**src/rtl/data_reader_if.sv**
```systemverilog
// Bus bundle between data_reader, the read-only memory and the UART transmitter.
// master = data_reader side, slave = memory/transmitter/upstream side.
interface data_reader_if;
  localparam int unsigned ADDR_W = 18;
  localparam int unsigned DATA_W = 8;

  logic              start;
  logic [DATA_W-1:0] Din;
  logic              Tx_tick;
  logic [ADDR_W-1:0] Addr;
  logic              Ren;
  logic [DATA_W-1:0] Dout;
  logic              Tx_start;
  logic              fin;

  modport master (
    input  start, Din, Tx_tick,
    output Addr, Ren, Dout, Tx_start, fin
  );

  modport slave (
    output start, Din, Tx_tick,
    input  Addr, Ren, Dout, Tx_start, fin
  );
endinterface

```
**src/rtl/data_reader.sv**
```systemverilog
// Streams memory bytes 0..LAST_ADDR to a UART transmitter, one byte per Tx_tick.
// Optional DATA_READER_CSUM_EN appends an 8-bit mod-256 checksum byte.
module data_reader #(
  parameter logic [17:0] LAST_ADDR = 18'd65535
) (
  input  logic          clk,
  input  logic          rst,
  data_reader_if.master bus
);

  localparam int unsigned ADDR_W = 18;
  localparam int unsigned DATA_W = 8;

`ifdef DATA_READER_CSUM_EN
  typedef enum logic [2:0] {IDLE, FETCH, LOAD, SEND, WAIT, CSUM, DONE} state_t;
`else
  typedef enum logic [2:0] {IDLE, FETCH, LOAD, SEND, WAIT, DONE} state_t;
`endif

  state_t state;
  logic   start_d;
  logic   armed;
  logic   request;
`ifdef DATA_READER_CSUM_EN
  logic [DATA_W-1:0] sum;
`endif

  // armed blocks a start level that was already high when reset released
  assign request = bus.start & ~start_d & armed;

  always_ff @(posedge clk) begin
    if (rst) begin
      state        <= IDLE;
      bus.Addr     <= '0;
      bus.Dout     <= '0;
      bus.Ren      <= 1'b0;
      bus.Tx_start <= 1'b0;
      bus.fin      <= 1'b0;
      start_d      <= 1'b0;
      armed        <= 1'b0;
`ifdef DATA_READER_CSUM_EN
      sum          <= '0;
`endif
    end else begin
      start_d      <= bus.start;
      bus.Tx_start <= 1'b0;
      if (!bus.start) armed <= 1'b1;

      unique case (state)
        IDLE, DONE: begin
          if (request) begin
            bus.Addr <= '0;
            bus.Ren  <= 1'b1;
            bus.fin  <= 1'b0;
`ifdef DATA_READER_CSUM_EN
            sum      <= '0;
`endif
            state    <= FETCH;
          end
        end

        FETCH: begin
          bus.Ren <= 1'b0;
          state   <= LOAD;
        end

        // Tx_start is raised here so it is high for the whole SEND cycle
        LOAD: begin
          bus.Dout     <= bus.Din;
`ifdef DATA_READER_CSUM_EN
          sum          <= DATA_W'(sum + bus.Din);
`endif
          bus.Tx_start <= 1'b1;
          state        <= SEND;
        end

        SEND: state <= WAIT;

        WAIT: begin
          if (bus.Tx_tick) begin
            if (bus.Addr != LAST_ADDR) begin
              bus.Addr <= ADDR_W'(bus.Addr + ADDR_W'(1));
              bus.Ren  <= 1'b1;
              state    <= FETCH;
            end else begin
`ifdef DATA_READER_CSUM_EN
              bus.Dout     <= sum;
              bus.Tx_start <= 1'b1;
              state        <= CSUM;
`else
              bus.fin  <= 1'b1;
              bus.Addr <= '0;
              state    <= DONE;
`endif
            end
          end
        end

`ifdef DATA_READER_CSUM_EN
        // Checksum byte is in flight; Tx_start was pulsed on entry
        CSUM: begin
          if (bus.Tx_tick && !bus.Tx_start) begin
            bus.fin  <= 1'b1;
            bus.Addr <= '0;
            state    <= DONE;
          end
        end
`endif

        default: state <= IDLE;
      endcase
    end
  end

endmodule

```
**src/flat_wrapper.sv**
```systemverilog
// flat-port wrapper written by rule: the top's interface ports become plain ports
module data_reader_flat 
#(
  parameter logic [17:0] LAST_ADDR = 18'd65535
)
  (clk, rst, bus_start, bus_Din, bus_Tx_tick, bus_Addr, bus_Ren, bus_Dout, bus_Tx_start, bus_fin);
  data_reader_if bus_i ();
  input  logic clk;
  input  logic rst;
  input wire logic [$bits(bus_i.start)-1:0] bus_start;
  input wire logic [$bits(bus_i.Din)-1:0] bus_Din;
  input wire logic [$bits(bus_i.Tx_tick)-1:0] bus_Tx_tick;
  output wire logic [$bits(bus_i.Addr)-1:0] bus_Addr;
  output wire logic [$bits(bus_i.Ren)-1:0] bus_Ren;
  output wire logic [$bits(bus_i.Dout)-1:0] bus_Dout;
  output wire logic [$bits(bus_i.Tx_start)-1:0] bus_Tx_start;
  output wire logic [$bits(bus_i.fin)-1:0] bus_fin;
  assign bus_i.start = bus_start;
  assign bus_i.Din = bus_Din;
  assign bus_i.Tx_tick = bus_Tx_tick;
  assign bus_Addr = bus_i.Addr;
  assign bus_Ren = bus_i.Ren;
  assign bus_Dout = bus_i.Dout;
  assign bus_Tx_start = bus_i.Tx_start;
  assign bus_fin = bus_i.fin;
  data_reader #(.LAST_ADDR(LAST_ADDR)) u_core (.clk(clk), .rst(rst), .bus(bus_i));
endmodule
```
**config.mk**
```make
export PLATFORM = sky130hd
export DESIGN_NAME = data_reader_flat
export DESIGN_NICKNAME = d
export VERILOG_FILES = /design/src/rtl/data_reader_if.sv /design/src/rtl/data_reader.sv /design/src/flat_wrapper.sv
export SDC_FILE = /design/constraint.sdc
export NUM_CORES = 1
export LEC_CHECK = 0
export CAP_MARGIN = 10
export CORE_MARGIN = 2
export CORE_UTILIZATION = 49
export DETAILED_ROUTE_END_ITERATION = 7
export PLACE_DENSITY = 0.83
export SYNTH_ARGS = -nofsm -noshare
export SYNTH_HDL_FRONTEND = slang
export SYNTH_SLANG_ARGS = --single-unit
export TNS_END_PERCENT = 50
```
**constraint.sdc**
```tcl
create_clock -name clk -period 2 [get_ports clk]
set_input_delay 0.4 -clock clk [delete_from_list [all_inputs] [get_ports clk]]
set_output_delay 0.4 -clock clk [all_outputs]
set_load 0.05 [all_outputs]
```
**Word-level counts from Yosys, hierarchy flattened**

Index checks and enable logic that the tools add are counted.

- $add $sub $neg: 1
- Equal/unequal tests: 10
- Multiplexer cells: 17
- Bitwise gates (word level): 3
- Reductions and logical operators: 8

Operators with widths:

| operator | number |
|---|---|
| 18-bit 2-to-1 mux | 3 |
| 18-bit one-hot mux with 2 select lines | 1 |
| 18-bit by 1-bit adder with 18-bit output, second input constant | 1 |
| 18-bit by 16-bit inequality test with 1-bit output, second input constant | 1 |
| 3-bit one-hot mux with 5 select lines | 1 |
| 3-bit 2-to-1 mux | 3 |
| 4-bit AND reduction | 2 |
| 1-bit 2-to-1 mux | 7 |
| 3-bit by 2-bit equality test with 1-bit output, second input constant | 2 |
| 3-bit equality test, second input constant | 2 |
| 2-bit by 1-bit inequality test with 1-bit output, second input constant | 2 |
| 2-bit inequality test, second input constant | 2 |
| 3-bit by 1-bit equality test with 1-bit output, second input constant | 1 |
| 3-bit logical NOT | 1 |
| 1-bit one-hot mux with 3 select lines | 1 |
| 3-bit AND reduction | 1 |
| 3-bit nonzero test | 1 |
| 1-bit bitwise AND | 2 |
| 1-bit one-hot mux with 2 select lines | 1 |
| 2-bit AND reduction | 1 |
| 2-bit nonzero test | 1 |
| 2-bit OR reduction | 1 |
| 1-bit inverter | 1 |

- Register bits after elaboration: 34
- Input bits: 12
- Output and inout port bits: 29
- Logic and storage cells: 47

**Longest topological paths before layout**

Gate-level depths: netlist of the first run.

- Word-level depth: 5
- Gate-level depth with buffers: 6

**Worst setup path before layout of the first run**

No wires, ideal clock.

- Path kind: flip-flop to flip-flop
- Start: register u_core.bus.Addr[0]
- End: register u_core.bus.Addr[8]
- Library setup time: 0.132 ns
- Data arrival time: 1.998 ns
- Path slack: -0.130 ns
- Stages on the path, launching flop included: 7
- Path through: dfxtp_1 ha_1 nand3_2 or3_1 o21ai_1 a2bb2oi_1 a21oi_1

- Word-level cells in the longest chain between the ends: 4
- Elaborated cells on any way between the ends: 5
- Classes of those cells: add/sub (1); eq/ne (1); mux (3)

Ends and longest elaborated chain:

| element | line | source |
|---|---|---|
| start, declared | data_reader_if.sv:18 | `output Addr, Ren, Dout, Tx_start, fin` |
| start signal, assigned | data_reader.sv:82 | `bus.Addr <= ADDR_W'(bus.Addr + ADDR_W'(1));` |
| 18-bit by 1-bit adder with 18-bit output / 18-bit by 16-bit inequality test with 1-bit output (equally long branches) | data_reader.sv:82, data_reader.sv:81 |  |
| 18-bit 2-to-1 mux (*) | data_reader.sv:81 | `if (bus.Addr != LAST_ADDR) begin` |
| 18-bit 2-to-1 mux (*) | data_reader.sv:80 | `if (bus.Tx_tick) begin` |
| 18-bit one-hot mux with 2 select lines (*) | data_reader.sv:49 | `unique case (state)` |

Every way passes the cells marked *; elsewhere a longest branch is shown, timed or not. The select of a mux whose other input is x is not followed.
A chain may end at the register's enable or synchronous reset.

**Worst setup path after layout of the first run**

- Start: register u_core.bus.fin
- End: output port bus_fin

RTL lines:

| element | line | source |
|---|---|---|
| start, declared | data_reader_if.sv:18 |  |
| start signal, assigned | data_reader.sv:38 | `bus.fin <= 1'b0;` |
| start signal, assigned | data_reader.sv:54 | `bus.fin <= 1'b0;` |
| start signal, assigned | data_reader.sv:91 | `bus.fin <= 1'b1;` |
| end, declared | flat_wrapper.sv:17 | `output wire logic [$bits(bus_i.fin)-1:0] bus_fin;` |

No word-level cell between the ends.

==> run_results.csv, run 1 <==
group,metric,value,unit
critical_path,cp-endpoint,"bus_fin",
synth,synth_mux_area_share,5.75,%
synth,synth-edff-count,0,
final_layout,fillers,281,
clocking,h-tree-depth,2,
detailed_routing,initialDrtViolationCount,118,
synth,ys_seq_elements,34,
place,io_buffers,40,
clocking,clockRootBuffer,"clkbuf_4",
grt,grt_first_pass_wirelength,7540,µm
sta,tns,0,ns
floorplan,initial_core_util,52.0,%
final_layout,design_area,2360,µm²
sta,finalMaxSlewViolations,0,
sta,hold_viol_final,0,
synth,syn_nets,217,
floorplan,die_h,64.0,µm
min_path,hold_path.class,"flop to flop",
critical_path,crit_required,1.60,ns
critical_path,start_kind,"flop",
critical_path,arrival,1.54,ns
final_layout,num-nets-final,272,
power_and_ir_drop,power.density,591,nW/µm²
critical_path,end_kind,"output port",
sta,finalCriticalPeriod,1.94,ns
sta,fin_skew,0.0142,ns
critical_path,cpLargestDelayFamily,"buffers and inverters",
clocking,cts_buffers,5,
floorplan,dieArea,4090,µm²
floorplan,coreArea,3390,µm²
detailed_routing,via_per_inst,5.71,
synth,synthAdderAreaFrac,0.710,%
clocking,cts_max_path_buffers,2,
critical_path,path_class,"flop to output port",
detailed_routing,wl_per_cell,14.6,µm
grt,grt_usage,23.4,%
clocking,clock_latency,0.35,ns
floorplan,boundaryPins,41,
final_layout,num_antenna_cells,0,
critical_path,critPathMaxFanout,2,
grt,overflow,0,
place,place_inst,298,
synth,yosys-top-cells-area,"dfxtp_1 39%, a21oi_1 5.4%, mux2i_1 5.1%, nor2_1 4.0%, nand2_1 3.2%",
synth,synth_top_family_by_area,"simple AND/OR/NAND/NOR gates",
final_layout,area_growth,34.2,%
synth,async_reset_ff_share,0,%
detailed_routing,drcViolationCount,0,
clocking,cts_tree,"done",
synth,synth_seq_area_share,38.6,%
critical_path,reg2regPathDepth,6,
critical_path,worstSetupStartpoint,"u_core.bus.fin",
detailed_routing,vias,1747,
run_status,status,"finished, final reports clean",
detailed_routing,wl,4480,µm
synth,synth_largest_area_cell,"dfxtp_1",
power_and_ir_drop,power,0.00140,W
clocking,cts_sinks,34,
floorplan,die-width,64.0,µm
critical_path,critPathBufInv,1,
synth,synthSimpleGateAreaFrac,30.4,%
flow_run,maxCapViolCount,0,
critical_path,crit_slowest_cell,"clkdlybuf4s50_1",
final_layout,drive_gt1_share,18.8,%
sta,hold-worst-slack,0.479,ns
critical_path,reg2reg_from,"u_core.bus.Addr[1]",
detailed_routing,detail-route-antenna-nets,0,
place,post-dp-hpwl,3270,µm
synth,synth_top_area_share,38.6,%
synth,avgSynthCellArea,8.64,µm²
sta,slew_headroom,63.5,%
synth,syn_area,1760,µm²
grt,antenna_found_initial,0,
floorplan,rows,21,
power_and_ir_drop,leakagePower,0.967,nW
synth,synth_compound_gate_area_share,20.9,%
synth,ys_warn_count,0,
synth,synth-xor-area-share,0.497,%
sta,clock.fmax,514,MHz
grt,grt_pass1_vias,1585,
synth,ys.flop_type,"dfxtp_1",
clocking,hold_buffers,0,
clocking,clkTransAtPathRegs,0.11,ns
place,gp_congestion,0.847,
critical_path,r2r_slack,0.13,ns
power_and_ir_drop,ir_worst_vdd,0.503,mV
sta,setup_viol,0,
critical_path,cp.depth,1,
critical_path,path_cells,"clkdlybuf4s50_1",
grt,grt_max_degree,15,
final_layout,fin_cells,306,
place,placed_cell_area,2280,µm²
sta,fin_crit_sh,97.2,%
synth,syn_inst,204,
synth,synth_cell_types,51,
sta,worstMarginPinSlew,0.542,ns
clocking,cts_setup_buffers,0,
sta,rsz0062_at_grt,"no",
detailed_routing,drt_first_pass_iters,4,
critical_path,r2r_end,"u_core.bus.Addr[3]",
critical_path,cpPeakStageDelay,0.81,ns
registers in the layout, indices dropped and copies added, names as in the netlist:
register,cells
u_core.state,3
u_core.bus.Tx_start,1
u_core.bus.Dout,8
u_core.start_d,1
u_core.bus.Ren,1
u_core.bus.fin,1
u_core.bus.Addr,18
u_core.armed,1
per-layer routing:
layer | share of wire, % | GRT usage (%) | up-vias | wire length (µm)
li1 | - | - | 871 | -
met1 | 46 | 31.7 | 800 | 2080
met2 | 45 | 36.5 | 65 | 2040
met3 | 5.9 | 5.46 | 11 | 263
met4 | 2.1 | 8.15 | 0 | 95
met5 | 0 | 0 | - | 0
synth_stat cells (2+ instances only):
cell,instances
dfxtp_1,34
a21oi_1,19
nor2_1,19
nand2_1,15
nand3_1,10
mux2i_1,9
o21ai_0,9
or3_1,8
clkbuf_1,5
inv_1,5
nand4_1,5
a31oi_1,4
and3_1,4
nand3b_1,4
nor2b_1,4
a211oi_1,3
a2bb2oi_1,3
nand4b_1,3
o21ai_1,3
a22oi_1,2
and3b_1,2
buf_2,2
nor3_1,2
nor4_1,2
o211ai_1,2
how the worst min path moves through the flow:
stage / from / end / slack, ns / cells after the start
floorplan: u_core.armed / u_core.armed / 0.43 / 2
global placement: u_core.armed / u_core.armed / 0.45 / 2
detailed placement: u_core.armed / u_core.armed / 0.46 / 2
CTS: u_core.armed / u_core.armed / 0.48 / 2
global route: u_core.armed / u_core.armed / 0.50 / 2
finish: u_core.armed / u_core.armed / 0.48 / 2
per-stage QoR:
step	utilization (%)	setup WS (ns)
after floorplan	-	0.0263
after global placement	67.2	0.0990
after detailed placement	67.2	-0.00825
after CTS	69.4	0.00959
after global routing	69.8	0.00547
final	69.8	0.0554
cell type report:
cell class | count | area (µm²) | share of cell area [%]
tap | 46 | 57.6 | 2.43
multi-input combinational | 157 | 1030 | 43.4
inverter | 5 | 18.8 | 0.794
clock inverter | 1 | 30.0 | 1.27
timing repair buffer | 56 | 504 | 21.3
clock buffer | 7 | 45.0 | 1.90
sequential | 34 | 683 | 28.9
timing repair:
| action | CTS | global route |
|---|---|---|
| hold endpoints to repair | 0 | 0 |
| endpoints found under the setup margin | 1 | 5 |
| gates resized for setup | 1 | 5 |
cell usage in the layout (no fill, tap or decap), drive strengths merged, types with 5 or more instances in the layout:
cell type      synthesis  layout
buf                    3      27
dfxtp                 34      34
clkdlybuf4s50          0      23
a21oi                 20      20
nand2                 15      15
or3                    8       8
nor2                  20      20
inv                    5       5
mux2i                  9       9
o21ai                 13      13
nand3                 11      11
clkbuf                 5       7
dlymetal6s2s           0       5
nand4                  7       7
tightest hold or removal path: stages (launching register included):
cell and delay [ns]:
dfxtp_1 0.34, inv_1 0.05, a21oi_1 0.05
power by group:
part,switching [W],leakage (nW),internal (W)
combinational,0.000106,0.652,0.0000811
sequential,0.0000178,0.276,0.000694
clock,0.000233,0.0395,0.000265
cells by family after synthesis:
family | count (synthesis)
simple gates | 89
compound gates | 56
flops | 34
buf+inv | 13
mux | 10
xor+xnor | 1
fa+ha+maj | 1
Power figures use the tool's default switching activity.
==> run 2: changes to the inputs <==
- CELL_PAD_IN_SITES_DETAIL_PLACEMENT: default -> 2
- CELL_PAD_IN_SITES_GLOBAL_PLACEMENT: default -> 2
- CORE_UTILIZATION: 49 -> 29
- SETUP_SLACK_MARGIN: default -> 0.3
==> run 2 against run 1 <==
Utilization shrank 25 points. Combinational power grew 6%. Critical path depth up 5. Final cell count is 11% higher. Power is 10% higher. Routed wire length up 45%. Hold slack better by 0.0080 ns. Fmax is 13% higher. Cell area up 11%. Worst setup slack improved by 0.22 ns. Global-route usage fell by 3.9 points. First-iteration DRC count fell by 53%.
==> run_results.csv, run 2 (synthesized netlist as in run 1, its figures left out) <==
group,metric,value,unit
place,gp_congestion,0.739,
clocking,hold_buffers,0,
power_and_ir_drop,power.density,586,nW/µm²
power_and_ir_drop,ir_worst_vdd,0.306,mV
place,post-dp-hpwl,4160,µm
grt,antenna_found_initial,0,
min_path,hold_path.class,"flop to flop",
final_layout,fin_cells,339,
final_layout,num_antenna_cells,0,
floorplan,boundaryPins,41,
place,placed_cell_area,2380,µm²
critical_path,r2r_end,"u_core.bus.Addr[8]",
power_and_ir_drop,leakagePower,1.21,nW
critical_path,crit_required,2.18,ns
sta,slew_headroom,64.6,%
detailed_routing,wl,6480,µm
clocking,cts_max_path_buffers,2,
detailed_routing,drcViolationCount,0,
run_status,status,"finished, final reports clean",
sta,hold_viol_final,0,
final_layout,layout_common_cells,"19 x a21oi_1, 19 x dlygate4sd2_1, 17 x nor2_1, 17 x buf_4, 17 x dfxtp_1",
sta,worstMarginPinSlew,0.531,ns
sta,clock.fmax,579,MHz
sta,hold-worst-slack,0.487,ns
sta,rsz0062_at_grt,"yes",
floorplan,die-width,81.9,µm
critical_path,path_class,"flop to flop",
clocking,cts_sinks,34,
grt,grt_pass1_vias,1978,
critical_path,r2r_slack,0.27,ns
flow_run,maxCapViolCount,0,
clocking,cts_tree,"done",
critical_path,start_kind,"flop",
floorplan,coreArea,5890,µm²
critical_path,end_kind,"flop",
final_layout,design_area,2630,µm²
clocking,clockRootBuffer,"clkbuf_8",
detailed_routing,initialDrtViolationCount,55,
sta,fin_skew,0.00365,ns
critical_path,reg2regPathDepth,6,
final_layout,num-nets-final,276,
floorplan,dieArea,6710,µm²
place,io_buffers,40,
detailed_routing,wl_per_cell,19.1,µm
detailed_routing,vias,1846,
detailed_routing,via_per_inst,5.45,
detailed_routing,detail-route-antenna-nets,0,
final_layout,drive_gt1_share,25.8,%
critical_path,critPathMaxFanout,5,
floorplan,initial_core_util,29.9,%
place,place_inst,322,
clocking,clkTransAtPathRegs,0.07,ns
floorplan,die_h,81.9,µm
floorplan,rows,28,
critical_path,reg2reg_from,"u_core.bus.Addr[1]",
sta,finalMaxSlewViolations,0,
grt,grt_usage,19.5,%
clocking,h-tree-depth,2,
critical_path,arrival,1.91,ns
grt,grt_max_degree,33,
sta,setup_viol,0,
power_and_ir_drop,power,0.00154,W
final_layout,largest_reg_flops,18,
final_layout,area_growth,49.1,%
critical_path,worstSetupStartpoint,"u_core.bus.Addr[1]",
final_layout,top_register,"u_core.bus.Addr",
clocking,clock_latency,0.29,ns
final_layout,reg.largest.list,"u_core.bus.Addr (18), u_core.bus.Dout (8), u_core.state (3)",
detailed_routing,drt_first_pass_iters,4,
critical_path,cp-endpoint,"u_core.bus.Addr[8]",
sta,fin_crit_sh,86.4,%
grt,grt_first_pass_wirelength,10000,µm
sta,finalCriticalPeriod,1.73,ns
grt,overflow,0,
clocking,cts_buffers,5,
## run 2: through the flow
stage,TNS [ns],util [%],setup WS (ns)
2_1_floorplan,0,-,0.300
3_3_place_gp,0,40.4,0.0705
3_5_place_dp,-0.00751,40.4,-0.00751
4_1_cts,0,41.9,0.132
5_1_grt,0,44.6,0.185
6_report,0,44.6,0.272
## run 2: cell type report
type,instances,area (µm²)
Fill cell,646,3260
Multi-Input combinational cell,157,1100
Sequential cell,34,712
Timing Repair Buffer,60,589
Tap cell,75,93.8
Clock buffer,5,68.8
Clock inverter,3,40.0
Inverter,5,18.8
## run 2: worst min path at each step
stage | startpoint | endpoint | slack [ns] | cells after the start
6_report | u_core.armed | u_core.armed | 0.49 | 2
5_1_grt | u_core.bus.Dout[4] | u_core.bus.Dout[4] | 0.53 | 2
4_1_cts | u_core.armed | u_core.armed | 0.47 | 2
3_5_place_dp | u_core.armed | u_core.armed | 0.46 | 2
3_3_place_gp | u_core.armed | u_core.armed | 0.45 | 2
2_1_floorplan | u_core.armed | u_core.armed | 0.43 | 2
## run 2: what timing repair did
| item | CTS | global route |
|---|---|---|
| endpoints found under the setup margin | 39 | 33 |
| gates cloned | 0 | 0 |
| pin swaps | 0 | 9 |
| gates resized for setup | 19 | 24 |
| setup buffers | 0 | 9 |
## run 2: where the power goes
group | switching [W] | internal [W] | total (W)
sequential | 0.0000164 | 0.000688 | 0.000705
combinational | 0.000115 | 0.0000836 | 0.000198
clock | 0.000269 | 0.000367 | 0.000636
## run 2: metal layers
layer  share of wire (%)  track usage [%]  up-vias
met5                   0                0        -
met4                 1.2             4.50        0
met3                 2.6             3.52       10
met2                  50             35.1       32
met1                  46             23.9      923
li1                    -                -      881
## run 2: critical path, stage by stage, from the launching register on
cell       delay (ns)
dfxtp_4          0.39
ha_4             0.17
nand3_4          0.13
or3_4            0.41
o21ai_1          0.23
a2bb2oi_1        0.20
a21oi_1          0.08
==> run 3: changes to the inputs <==
- SETUP_SLACK_MARGIN: 0.3 -> 0.15
==> run 3 against run 2 <==
Critical path depth down 5. Routed wire length shrank 2.4%. Die area unchanged. Clock power is 19% lower. Global-route usage is 0.67 points higher. Final cell count down 1.8%. Clock skew is 0.0039 ns higher. Count of clock-buffer cells in the layout is 1 higher. Via count fell by 1.5%. Worst setup slack lost 0.15 ns. Sequential share of layout area is 0.59 points higher. Critical path type is now flop to output port. Highest routed layer unchanged.
==> run_results.csv, run 3 (synthesized netlist as in run 1, its figures left out) <==
group,metric,value,unit
floorplan,dieArea,6710,µm²
place,io_buffers,40,
grt,antenna_found_initial,0,
critical_path,path_class,"flop to output port",
critical_path,cpPeakStageDelay,0.81,ns
detailed_routing,vias,1819,
final_layout,fillers,667,
final_layout,num_antenna_cells,0,
detailed_routing,wl,6330,µm
critical_path,end_kind,"output port",
critical_path,crit_slowest_cell,"clkdlybuf4s50_1",
power_and_ir_drop,leakagePower,1.09,nW
final_layout,drive_gt1_share,21.3,%
final_layout,final_util,43.0,%
floorplan,rows,28,
sta,clock.fmax,532,MHz
sta,rsz0062_at_grt,"yes",
sta,finalCriticalPeriod,1.88,ns
sta,fin_skew,0.00753,ns
detailed_routing,drt_first_pass_iters,4,
clocking,clock_latency,0.29,ns
min_path,hold_path.class,"flop to flop",
critical_path,start_kind,"flop",
final_layout,top_register,"u_core.bus.Addr",
final_layout,area_growth,43.6,%
final_layout,layout_common_cells,"23 x clkdlybuf4s50_1, 22 x dfxtp_1, 19 x nor2_1, 19 x a21oi_1, 17 x buf_4",
final_layout,largest_reg_flops,18,
floorplan,die_h,81.9,µm
critical_path,cpLargestDelayFamily,"buffers and inverters",
grt,overflow,0,
sta,worstMarginPinSlew,0.528,ns
detailed_routing,detail-route-antenna-nets,0,
final_layout,reg.largest.list,"u_core.bus.Addr (18), u_core.bus.Dout (8), u_core.state (3)",
power_and_ir_drop,power,0.00143,W
clocking,h-tree-depth,2,
floorplan,die-width,81.9,µm
power_and_ir_drop,power.density,565,nW/µm²
place,gp_congestion,0.803,
detailed_routing,initialDrtViolationCount,92,
sta,tns,0,ns
run_status,status,"finished, final reports clean",
sta,hold_viol_final,0,
critical_path,path_cells,"clkdlybuf4s50_1",
grt,grt_first_pass_wirelength,10200,µm
final_layout,final_common_cell,"clkdlybuf4s50_1",
detailed_routing,wl_per_cell,19.0,µm
sta,slew_headroom,64.7,%
floorplan,boundaryPins,41,
power_and_ir_drop,ir_worst_vdd,0.270,mV
clocking,cts_buffers,5,
sta,finalMaxSlewViolations,0,
clocking,cts_sinks,34,
clocking,clockRootBuffer,"clkbuf_8",
clocking,cts_tree,"done",
detailed_routing,drcViolationCount,0,
sta,setup_viol,0,
detailed_routing,via_per_inst,5.46,
critical_path,critPathBufInv,1,
place,post-dp-hpwl,4430,µm
floorplan,initial_core_util,29.9,%
grt,grt_pass1_vias,1898,
sta,fin_crit_sh,93.9,%
clocking,clkTransAtPathRegs,0.07,ns
grt,grt_usage,20.2,%
critical_path,arrival,1.48,ns
flow_run,maxCapViolCount,0,
critical_path,crit_required,1.60,ns
grt,grt_max_degree,18,
floorplan,coreArea,5890,µm²
critical_path,critPathMaxFanout,5,
clocking,cts_max_path_buffers,2,
final_layout,num-nets-final,272,
-- run 3: changes by cell type in the layout (fill, tap and decap cells not counted), moves of 2 or more --
cell,before,now
dlygate4sd2_1,19,4
clkdlybuf4s50_1,11,23
dfxtp_1,17,22
dfxtp_2,13,10
buf_12,3,1
clkinv_2,2,0
dfxtp_4,4,2
nor2_1,17,19
nor2_2,3,1
-- run 3: final timing paths --
kind,from,endpoint,slack [ns],cells past startpoint
max,u_core.bus.Addr[0],bus_Addr[0],0.12,1
min,u_core.armed,u_core.armed,0.49,2
max reg2reg,u_core.bus.Addr[14],u_core.bus.Addr[7],0.20,5
min reg2reg,u_core.armed,u_core.armed,0.49,2
-- run 3: tightest hold or removal path: stages, from the launching register on --
cell and delay [ns]:
dfxtp_1 0.33, inv_1 0.07, a21oi_1 0.05
-- run 3: power by group --
part           internal, W  switching [W]
Clock             0.000266       0.000250
Combinational    0.0000877       0.000118
Sequential        0.000692      0.0000169
-- run 3: timing repair --
action                     in CTS  in global routing
buffers inserted                0                  1
pin swaps                       1                  2
hold buffers                    0                  0
resized for setup               9                 17
cloned                          0                  0
setup endpoints to repair      38                 39
-- run 3: layout make-up --
type	count	area (µm²)	area share, %
inverter	5	18.8	0.742
multi-input combinational	157	1080	42.8
tap	75	93.8	3.71
timing repair buffer	56	551	21.8
clock buffer	6	82.6	3.26
sequential	34	701	27.7
-- run 3: routing by layer --
layer / up-vias / track usage, % / wire length, µm
li1: 867 / - / -
met1: 917 / 26.4 / 2820
met2: 29 / 34.2 / 3250
met3: 6 / 2.86 / 187
met4: 0 / 6.17 / 74
met5: - / 0 / 0
-- run 3: per-stage QoR --
| step | instances | hold slack [ns] | setup WS [ns] | area (µm²) |
|---|---|---|---|---|
| detailed placement | 326 | 0.454 | -0.390 | 2350 |
| global route | 333 | 0.530 | 0.0879 | 2530 |
| floorplan | 204 | 0.434 | 0.154 | 1780 |
| finish | 333 | 0.492 | 0.121 | 2530 |
| global placement | 326 | 0.449 | -0.254 | 2350 |
| CTS | 332 | 0.465 | 0.0676 | 2450 |
